===== src/rtl/turbo_pkg.sv =====
// Shared turbo definitions: PB length constants, size-select encodings and
// the RX loader state enum.
package turbo_pkg;

    localparam int PB_LEN_W = 12;

    localparam logic [PB_LEN_W-1:0] PB_LEN_16  = 12'h040;
    localparam logic [PB_LEN_W-1:0] PB_LEN_136 = 12'h220;
    localparam logic [PB_LEN_W-1:0] PB_LEN_520 = 12'h820;

    typedef enum logic [1:0] {
        PB_SIZE_16  = 2'b00,
        PB_SIZE_136 = 2'b01,
        PB_SIZE_520 = 2'b10,
        PB_SIZE_ILL = 2'b11
    } pb_size_e;

    typedef enum logic [1:0] {
        IDLE  = 2'd0,
        FILL  = 2'd1,
        START = 2'd2,
        DRAIN = 2'd3
    } loader_state_e;

endpackage


===== src/rtl/turbo_pb_len_dec.sv =====
// Combinational decode of the 2-bit PB size select into a length in symbols
// plus an illegal-encoding flag. Shared between the RX and TX sides.
module turbo_pb_len_dec
    import turbo_pkg::*;
(
    input  logic [1:0]          size_sel,
    output logic [PB_LEN_W-1:0] len,
    output logic                illegal
);

    // Map each legal encoding to its length; anything else is flagged.
    always_comb begin
        // NOTE: every output gets a default before the case so no path leaves
        // it unassigned, which would otherwise infer a latch.
        len     = '0;
        illegal = 1'b0;
        case (pb_size_e'(size_sel))
            PB_SIZE_16:  len = PB_LEN_16;
            PB_SIZE_136: len = PB_LEN_136;
            PB_SIZE_520: len = PB_LEN_520;
            default:     illegal = 1'b1;
        endcase
    end

endmodule


===== src/rtl/turbo_rx_pb_loader.sv =====
// Turbo RX PB loader: fills the deinterleaver RAM with one physical block of
// soft symbols, pulses start, then back-pressures until the reader drains.
// Optional feature macro: TURBO_LOADER_ERR_CNT_EN adds a saturating err_cnt.
module turbo_rx_pb_loader
    import turbo_pkg::*;
#(
    parameter int D_WIDTH   = 2,
    parameter int A_WIDTH   = 12,
    parameter int DRAIN_LAT = 3
) (
    input  logic               clk,
    input  logic               n_rst,
    input  logic [D_WIDTH-1:0] din,
    input  logic               din_vld,
    input  logic               din_sof,
    output logic               din_rdy,
    input  logic [1:0]         pb_size_sel,
    input  logic [A_WIDTH-1:0] pb_base,
    input  logic               mode_in,
    output logic               wen,
    output logic [A_WIDTH-1:0] waddr,
    output logic [D_WIDTH-1:0] wdata,
    output logic [A_WIDTH-1:0] pb_len,
    output logic [A_WIDTH-1:0] pb_offset,
    output logic               mod_int_dint,
    output logic               start,
    output logic               busy,
    output logic               err
`ifdef TURBO_LOADER_ERR_CNT_EN
    ,
    output logic [7:0]         err_cnt
`endif
);

    loader_state_e       state, next_state;
    logic [A_WIDTH-1:0]  cnt;
    logic [A_WIDTH:0]    drain_cnt;
    logic [A_WIDTH:0]    drain_last;
    logic [A_WIDTH-1:0]  last_idx;
    logic [PB_LEN_W-1:0] dec_len;
    logic                size_illegal;
    logic                sof_ok;
    logic                wr_fill;
    logic                err_set;

    turbo_pb_len_dec u_len_dec (
        .size_sel (pb_size_sel),
        .len      (dec_len),
        .illegal  (size_illegal)
    );

    assign last_idx   = pb_len - A_WIDTH'(1);
    assign drain_last = {1'b0, pb_len} + (A_WIDTH + 1)'(DRAIN_LAT - 1);
    assign busy       = (state != IDLE);

    // State register; async reset discards any partial PB.
    always_ff @(posedge clk or negedge n_rst) begin
        if (!n_rst) begin
            state <= IDLE;
        end else begin
            state <= next_state;
        end
    end

    // Next state, ready and per-symbol decisions (legal SOF, fill write, error).
    always_comb begin
        next_state = state;
        din_rdy    = 1'b0;
        sof_ok     = 1'b0;
        wr_fill    = 1'b0;
        err_set    = 1'b0;
        case (state)
            IDLE: begin
                din_rdy = 1'b1;
                if (din_vld) begin
                    if (!din_sof || size_illegal) begin
                        err_set = 1'b1;
                    end else begin
                        sof_ok     = 1'b1;
                        next_state = FILL;
                    end
                end
            end
            FILL: begin
                din_rdy = 1'b1;
                if (din_vld) begin
                    if (din_sof) begin
                        // A new SOF aborts the current PB and restarts.
                        err_set = 1'b1;
                        if (size_illegal) begin
                            next_state = IDLE;
                        end else begin
                            sof_ok = 1'b1;
                        end
                    end else begin
                        wr_fill = 1'b1;
                        if (cnt == last_idx) begin
                            next_state = START;
                        end
                    end
                end
            end
            START:   next_state = DRAIN;
            DRAIN:   if (drain_cnt == drain_last) next_state = IDLE;
            default: next_state = IDLE;
        endcase
    end

    // Registered write port, PB descriptor latches, counters and pulses.
    always_ff @(posedge clk or negedge n_rst) begin
        if (!n_rst) begin
            wen          <= 1'b0;
            waddr        <= '0;
            wdata        <= '0;
            pb_len       <= '0;
            pb_offset    <= '0;
            mod_int_dint <= 1'b0;
            start        <= 1'b0;
            err          <= 1'b0;
            cnt          <= '0;
            drain_cnt    <= '0;
        end else begin
            // NOTE: sequential state uses non-blocking assignments so every
            // register here samples pre-edge values regardless of order.
            wen   <= 1'b0;
            err   <= err_set;
            // Start lands one cycle after the final write, which occurs in START.
            start <= (state == START);
            if (sof_ok) begin
                pb_len       <= A_WIDTH'(dec_len);
                pb_offset    <= pb_base;
                mod_int_dint <= mode_in;
                wen          <= 1'b1;
                waddr        <= pb_base;
                wdata        <= din;
                cnt          <= A_WIDTH'(1);
            end else if (wr_fill) begin
                wen   <= 1'b1;
                waddr <= pb_offset + cnt;
                wdata <= din;
                cnt   <= cnt + A_WIDTH'(1);
            end
            if (state == START) begin
                drain_cnt <= '0;
            end else if (state == DRAIN) begin
                drain_cnt <= drain_cnt + (A_WIDTH + 1)'(1);
            end
        end
    end

`ifdef TURBO_LOADER_ERR_CNT_EN
    // Saturating error counter, cleared only by reset.
    always_ff @(posedge clk or negedge n_rst) begin
        if (!n_rst) begin
            err_cnt <= '0;
        end else if (err_set && (err_cnt != 8'hFF)) begin
            err_cnt <= err_cnt + 8'd1;
        end
    end
`endif

endmodule

===== config.mk =====
export PLATFORM = sky130hd
export DESIGN_NAME = turbo_rx_pb_loader
export DESIGN_NICKNAME = d
export VERILOG_FILES = /design/src/rtl/turbo_pkg.sv /design/src/rtl/turbo_pb_len_dec.sv /design/src/rtl/turbo_rx_pb_loader.sv
export SDC_FILE = /design/constraint.sdc
export NUM_CORES = 1
export LEC_CHECK = 0
export CAP_MARGIN = 20
export CORE_ASPECT_RATIO = 1.4
export CORE_UTILIZATION = 59
export CTS_CLUSTER_SIZE = 25
export DETAILED_ROUTE_END_ITERATION = 8
export PLACE_DENSITY = 0.88
export SKIP_CTS_REPAIR_TIMING = 1
export SYNTH_ARGS = -nofsm -noshare
export SYNTH_HDL_FRONTEND = slang
export SYNTH_HIERARCHICAL = 1
export SYNTH_SLANG_ARGS = --single-unit

===== constraint.sdc =====
create_clock -name clk -period 4.85 [get_ports clk]
set_input_delay 1.455 -clock clk [delete_from_list [all_inputs] [get_ports clk]]
set_output_delay 1.455 -clock clk [all_outputs]
set_load 0.01 [all_outputs]

==> results of run 1 <==
==> cell usage in the layout (no fill, tap or decap), types with 5 or more instances in the layout <==
master           Yosys  final
nand2_1             92     92
dfrtp_1             69     69
clkdlybuf4s50_1      0     63
nor2_1              36     35
o21ai_0             32     32
xor2_1              28     28
xnor2_1             27     27
a21oi_1             22     22
ha_1                20     20
inv_1               18     18
nand3_1             16     16
and3_1              13     13
nand4_1             10     10
clkbuf_8             0     10
nor3_1               9      9
conb_1               1      8
mux2i_1              6      6
nor2b_1              6      6
nand2b_1             5      5
or3_1                5      5
==> layer usage <==
metal  global-route usage (%)  share of wire [%]
met1                     34.4                 39
met2                     50.3                 52
met3                     6.69                4.6
met4                     16.4                4.2
met5                        0                  0
==> flip-flops by register name (all words and copies together), names as in the netlist, named ones only <==
name and count:
wdata 2, mod_int_dint 1, state 1, cnt 12, pb_offset 12, waddr 12, drain_cnt 13, err 1
start 1, pb_len 12, wen 1
==> worst reg2reg max path: stages, from the launching register on <==
cell and delay, ns:
dfrtp_1 0.47, inv_1 0.15, ha_1 0.31, or4b_1 0.63, nor4b_1 0.32, a21oi_1 0.09, o31ai_1 0.21, a311oi_1 0.08
a211o_1 0.28, mux2_4 0.30
==> through the flow <==
step	total power, uW	hold slack [ns]	instances	cell area [um2]
CTS	2560	0.486	659	5230
global placement	2030	0.460	643	5030
detailed placement	2080	0.467	643	5030
finish	2560	0.480	659	5230
floorplan	1610	0.509	512	4400
global route	2730	0.505	659	5230
==> synthesized netlist by cell type (13+ instances only) <==
master and instances:
a21oi_1 22, and3_1 13, clkbuf_1 18, dfrtp_1 69, ha_1 20, inv_1 18, nand2_1 92, nand3_1 16
nor2_1 36, o21ai_0 32, xnor2_1 27, xor2_1 28
==> final cells by class <==
class,instances,area (um2),area share (%)
clock inverters,4,47.5,0.910
inverters,18,67.6,1.29
clock buffers,12,145,2.78
well taps,95,119,2.27
repair buffers,66,651,12.4
multi-input cells,395,2470,47.3
flip-flops and latches,69,1730,33.0
==> where the power goes <==
part | switching (uW) | total, uW | internal (uW)
combinational | 498 | 1070 | 570
sequential | 270 | 1020 | 747
clock | 220 | 470 | 250
total | 988 | 2560 | 1570
==> path summary, 6_finish.rpt <==
kind,endpoint,start,depth (start not counted)
worst min register to register,mod_int_dint$_DFFE_PN0P_,mod_int_dint$_DFFE_PN0P_,2
worst min-delay path,mod_int_dint$_DFFE_PN0P_,mod_int_dint$_DFFE_PN0P_,2
max in group asynchronous,pb_offset[11]$_DFFE_PN0P_,n_rst,2
min in group asynchronous,drain_cnt[0]$_DFFE_PN0P_,n_rst,1
worst max-delay path,cnt[11]$_DFFE_PN0P_,din_vld,8
worst max register to register,state[0]$_DFFE_PN0P_,pb_len[1]$_DFFE_PN0P_,9
==> cells by family after synthesis <==
group / Yosys count / synth area share [%]
AND/OR/NAND/NOR: 213 / 23.7
multiplexers: 9 / 2.23
other: 1 / 0.0857
buffers and inverters: 48 / 4.92
AO/OA/AOI/OAI: 89 / 12.5
adder cells (fa/ha/maj): 21 / 6.17
flip-flops: 69 / 39.4
XOR/XNOR: 55 / 11.0
==> summary.txt, run 1 <==
DR WL/cell = 15.8 um
Worst-Margin Slew = 0.837 ns
H-tree Lvls = 3
GRT Total Usage = 30.1%
synth warn = 6
die area = 7770 um2
Synth area leader = dfrtp_1
share of the synthesized area in the top cell type = 39.4%
CP cell instances = clkdlybuf4s50_1, nand2b_1, nor2_1, nand4_1, nor2_1, nand3_1, xor2_1, nor2_1
RePlAce Congestion = 0.928
Inserted Diodes = 0
DP HPWL = 7470 um
GR Overflow Total = 0
Post-route DRC = 0
crit path time final = 3.42 ns
via count = 3817
synth top area cells = dfrtp_1 39%, nand2_1 7.9%, ha_1 5.7%
Setup CP Type = input pin to flip-flop
row count = 36
peak supply drop = 0.349 mV
Clock Tree Buf Depth = 2
maximum capacitance violations = 0
RSZ-0062 raised after global routing = no
Seq/Total Area, Yosys = 39.4%
vias in the first global route = 3944
final worst path period share = 70.5%
fillers = 558
CTS Root Cell = clkbuf_8
io pins = 65
Cells after Synth = 505
die height = 104 um
area grow syn2layout = 19.4%
die width = 74.8 um
CTS tree = done
Post-synth EDFFs = 0
outcome = complete, no violations
final max-slew violation count = 0
first-pass GRT wire length = 18000 um
Skew-Pair Late Insertion Delay = 0.36 ns
Yosys reg bits = 69
Required @ worst endpoint = 5.07 ns
Avg Inst Size Synth = 8.67 um2
commonest register cell after synthesis = dfrtp_1
pin count of the biggest net entering global routing = 52
clock sinks = 69
asr flop ratio synth = 100%
Slew HR = 44.2%
Layout Skew = 0.0101 ns
initial antenna violation count = 0
Worst-path clk slew = 0.07 ns
Final nets = 601
DR iter-0 viols = 249
antenna-violating nets left = 0
core box area = 7070 um2
critical path's slowest cell = clkdlybuf4s50_1
power per cell area = 489 nW/um2
Top delay family on crit path = simple AND/OR/NAND/NOR gates
clock buffer count from CTS = 9
crit path launch type = input pin
crit path max fanout = 11
total negative setup slack = 0 ns
LEAKAGE = 0.00242 uW
crit-path max cell delay = 0.55 ns
DR vias/cell = 5.79
drt pass-1 iters = 4
Synth Cell Area = 4380 um2
Setup Viol. Count Final = 0
WL final = 10400 um
most used cell along the critical path = nor2_1
pre-CTS setup slack = 1.08 ns
Buf+Inv Stages, Crit Path = 1
starting density of the core = 61.9%
element type at the critical path end = flip-flop
share of post-route cells with drive strength above 1 = 4.79%
R2R Setup Slk = 1.90 ns
max frequency = 292 MHz
Worst EP arrival = 3.64 ns
Final WS setup = 1.43 ns
final hold vios = 0
Util after Layout = 73.9%
Worst Hold Class = flip-flop to flip-flop
I/O Buffers = 64
library cells used by synthesis = 54
(Power assumes the default switching activity.)
==> inputs of run 2 (changes only) <==
--- a/config.mk
+++ b/config.mk
@@ -7,10 +7,10 @@
 export LEC_CHECK = 0
 export CAP_MARGIN = 20
 export CORE_ASPECT_RATIO = 1.4
-export CORE_UTILIZATION = 59
+export CORE_UTILIZATION = 55
 export CTS_CLUSTER_SIZE = 25
 export DETAILED_ROUTE_END_ITERATION = 8
-export PLACE_DENSITY = 0.88
+export PLACE_DENSITY = 0.83
 export SKIP_CTS_REPAIR_TIMING = 1
 export SYNTH_ARGS = -nofsm -noshare
 export SYNTH_HDL_FRONTEND = slang
==> constraint.sdc (replaced) <==
create_clock -name clk -period 3.19 [get_ports clk]
set_input_delay 0.957 -clock clk [delete_from_list [all_inputs] [get_ports clk]]
set_output_delay 0.957 -clock clk [all_outputs]
set_load 0.01 [all_outputs]
==> run 2 against run 1 <==
Against the previous run:
- total power up 53%
- highest routed layer unchanged
- combinational power grew 55%
- sequential power up 49%
- utilization down 5.1 points
- flip-flop and latch count did not move
- critical path type is now flip-flop to output port
- non-clock buffer count is 10 higher
- register-to-register slack got worse by 1.5 ns
- critical endpoint is now busy
- hold slack lost 0.0012 ns
- design area increased by 2.0%
- first-iteration DRC count shrank 25%
==> summary.txt, run 2 (same netlist as run 1, synthesis figures left out) <==
outcome = complete, no violations
initial antenna violation count = 0 (unchanged)
CTS Root Cell = clkbuf_8
io pins = 65 (unchanged)
Setup CP Type = flip-flop to output port
placed instance area = 5140 um2 (+2.1%)
WL final = 10500 um (+0.53%)
reg2reg end = state[0]$_DFFE_PN0P_
crit path launch type = flip-flop
Layout Skew = 0.00771 ns (-0.00237 ns)
CTS tree = done
die width = 77.4 um (+3.5%)
via count = 3812 (-0.13%)
Crit path depth = 3 (-5)
area grow syn2layout = 21.7%
Worst EP arrival = 1.84 ns (-1.80 ns)
GRT Total Usage = 27.5% (-2.5 points)
Util after Layout = 68.8% (-5.1 points)
CP cell instances = inv_1, nand2_1, clkdlybuf4s50_1
Slew HR = 48.8% (+4.6 points)
Worst Hold Class = flip-flop to flip-flop
maximum capacitance violations = 0 (unchanged)
DR WL/cell = 15.5 um (-1.7%)
starting density of the core = 56.5% (-5.4 points)
CP Capture Point = busy
DR iter-0 viols = 187 (-25%)
RePlAce Congestion = 0.874 (-5.8%)
Required @ worst endpoint = 2.23 ns (-2.84 ns)
antenna-violating nets left = 0 (unchanged)
I/O Buffers = 64 (unchanged)
DR vias/cell = 5.66 (-2.4%)
Largest Register = drain_cnt
DP HPWL = 7660 um (+2.6%)
total negative setup slack = 0 ns (unchanged)
die height = 108 um (+3.5%)
max reg flops = 13 (unchanged)
H-tree Lvls = 3 (unchanged)
clock sinks = 69 (unchanged)
power per cell area = 732 nW/um2 (+50%)
element type at the critical path end = output port
Skew-Pair Late Insertion Delay = 0.37 ns (about the same)
Top delay family on crit path = buffers and inverters
Clock Tree Buf Depth = 2 (unchanged)
most common cell after layout, fill and taps aside = nand2_1
drt pass-1 iters = 5 (+1)
peak supply drop = 0.493 mV (+41%)
pin count of the biggest net entering global routing = 39 (-25%)
share of post-route cells with drive strength above 1 = 6.79% (+2.0 points)
crit path max fanout = 15 (+4)
RSZ-0062 raised after global routing = no
Buf+Inv Stages, Crit Path = 2 (+1)
clock buffer count from CTS = 9 (unchanged)
R2R Setup Slk = 0.40 ns (-1.50 ns)
most frequent cells in the layout = 92 x nand2_1, 69 x dfrtp_1, 63 x clkdlybuf4s50_1
GR Overflow Total = 0 (unchanged)
crit path time final = 2.80 ns
vias in the first global route = 3892 (-1.3%)
Worst-Margin Slew = 0.768 ns (-0.0696 ns)
row count = 38 (+5.6%)
Power Total = 3900 uW (+53%)
die area = 8330 um2 (+7.1%)
WHS = 0.479 ns (-0.00123 ns)
final hold vios = 0 (unchanged)
Post-route DRC = 0 (unchanged)
hold depth = 2 (unchanged)
post-route cell area = 5330 um2 (+2.0%)
Final nets = 611 (+1.7%)
FF-to-FF path depth = 9 (unchanged)
crit-path max cell delay = 0.62 ns (+0.07 ns)
critical path's slowest cell = dfrtp_1
Setup Viol. Count Final = 0 (unchanged)
final worst path period share = 87.7%
r2r startpoint = pb_len[1]$_DFFE_PN0P_
Inserted Diodes = 0 (unchanged)
LEAKAGE = 0.00248 uW (+2.4%)
max frequency = 357 MHz
final max-slew violation count = 0 (unchanged)
first-pass GRT wire length = 17900 um (-0.73%)
Worst-path clk slew = 0.07 ns (about the same)
core box area = 7750 um2 (+9.6%)
-- run 2: cell types whose count changed in the layout (fill, tap and decap cells not counted), sizes merged --
| cell | previous run | this run |
|---|---|---|
| clkinv | 2 | 5 |
| clkbuf | 12 | 9 |
| buf | 3 | 13 |
-- run 2: worst reg2reg max path: stages (launching register included) --
cell and delay, ns:
dfrtp_1 0.38, inv_1 0.10, ha_1 0.27, or4b_1 0.63, nor4b_1 0.35, a21oi_1 0.08
o31ai_1 0.22, a311oi_1 0.07, a211o_1 0.28, mux2_4 0.30
-- run 2: worst min path at each step --
stage / start / end
floorplan: drain_cnt[0]$_DFFE_PN0P_ / drain_cnt[0]$_DFFE_PN0P_
global placement: mod_int_dint$_DFFE_PN0P_ / mod_int_dint$_DFFE_PN0P_
detailed placement: mod_int_dint$_DFFE_PN0P_ / mod_int_dint$_DFFE_PN0P_
CTS: mod_int_dint$_DFFE_PN0P_ / mod_int_dint$_DFFE_PN0P_
global route: mod_int_dint$_DFFE_PN0P_ / mod_int_dint$_DFFE_PN0P_
finish: mod_int_dint$_DFFE_PN0P_ / mod_int_dint$_DFFE_PN0P_
-- run 2: metal layers --
metal / vias to the layer above / wire length, um / track usage (%)
li1: 1867 / - / -
met1: 1832 / 4210 / 29.4
met2: 84 / 5600 / 50.7
met3: 29 / 304 / 4.32
met4: 0 / 369 / 16.0
met5: - / 0 / 0
-- run 2: power by group --
part | switching (uW) | internal (uW) | total, uW | leakage, uW
Combinational | 770 | 890 | 1660 | 0.00149
Clock | 360 | 356 | 716 | 0.0000987
Sequential | 388 | 1140 | 1520 | 0.000896
-- run 2: final cells by class --
| class | count | area (um2) |
|---|---|---|
| Inverter | 18 | 67.6 |
| Clock inverter | 7 | 66.3 |
| Fill cell | 612 | 2420 |
| Clock buffer | 9 | 124 |
| Multi-Input combinational cell | 395 | 2470 |
| Timing Repair Buffer | 76 | 751 |
| Tap cell | 100 | 125 |
| Sequential cell | 69 | 1730 |
-- run 2: per-stage QoR --
step | setup slack [ns] | cells
6_report | 0.391 | 674
5_1_grt | 0.244 | 674
4_1_cts | 0.402 | 674
3_5_place_dp | 0.0901 | 658
3_3_place_gp | 0.131 | 658
2_1_floorplan | 0.587 | 512
==> inputs of run 3 (changes only) <==
--- a/config.mk
+++ b/config.mk
@@ -5,13 +5,16 @@
 export SDC_FILE = /design/constraint.sdc
 export NUM_CORES = 1
 export LEC_CHECK = 0
+export ABC_CLOCK_PERIOD_IN_PS = 3190
 export CAP_MARGIN = 20
 export CORE_ASPECT_RATIO = 1.4
 export CORE_UTILIZATION = 55
 export CTS_CLUSTER_SIZE = 25
 export DETAILED_ROUTE_END_ITERATION = 8
+export GPL_TIMING_DRIVEN = 1
 export PLACE_DENSITY = 0.83
 export SKIP_CTS_REPAIR_TIMING = 1
+export SLEW_MARGIN = 10
 export SYNTH_ARGS = -nofsm -noshare
 export SYNTH_HDL_FRONTEND = slang
 export SYNTH_HIERARCHICAL = 1
==> results of run 3 <==
Final layout, timing and power as in run 2 (identical DEF).
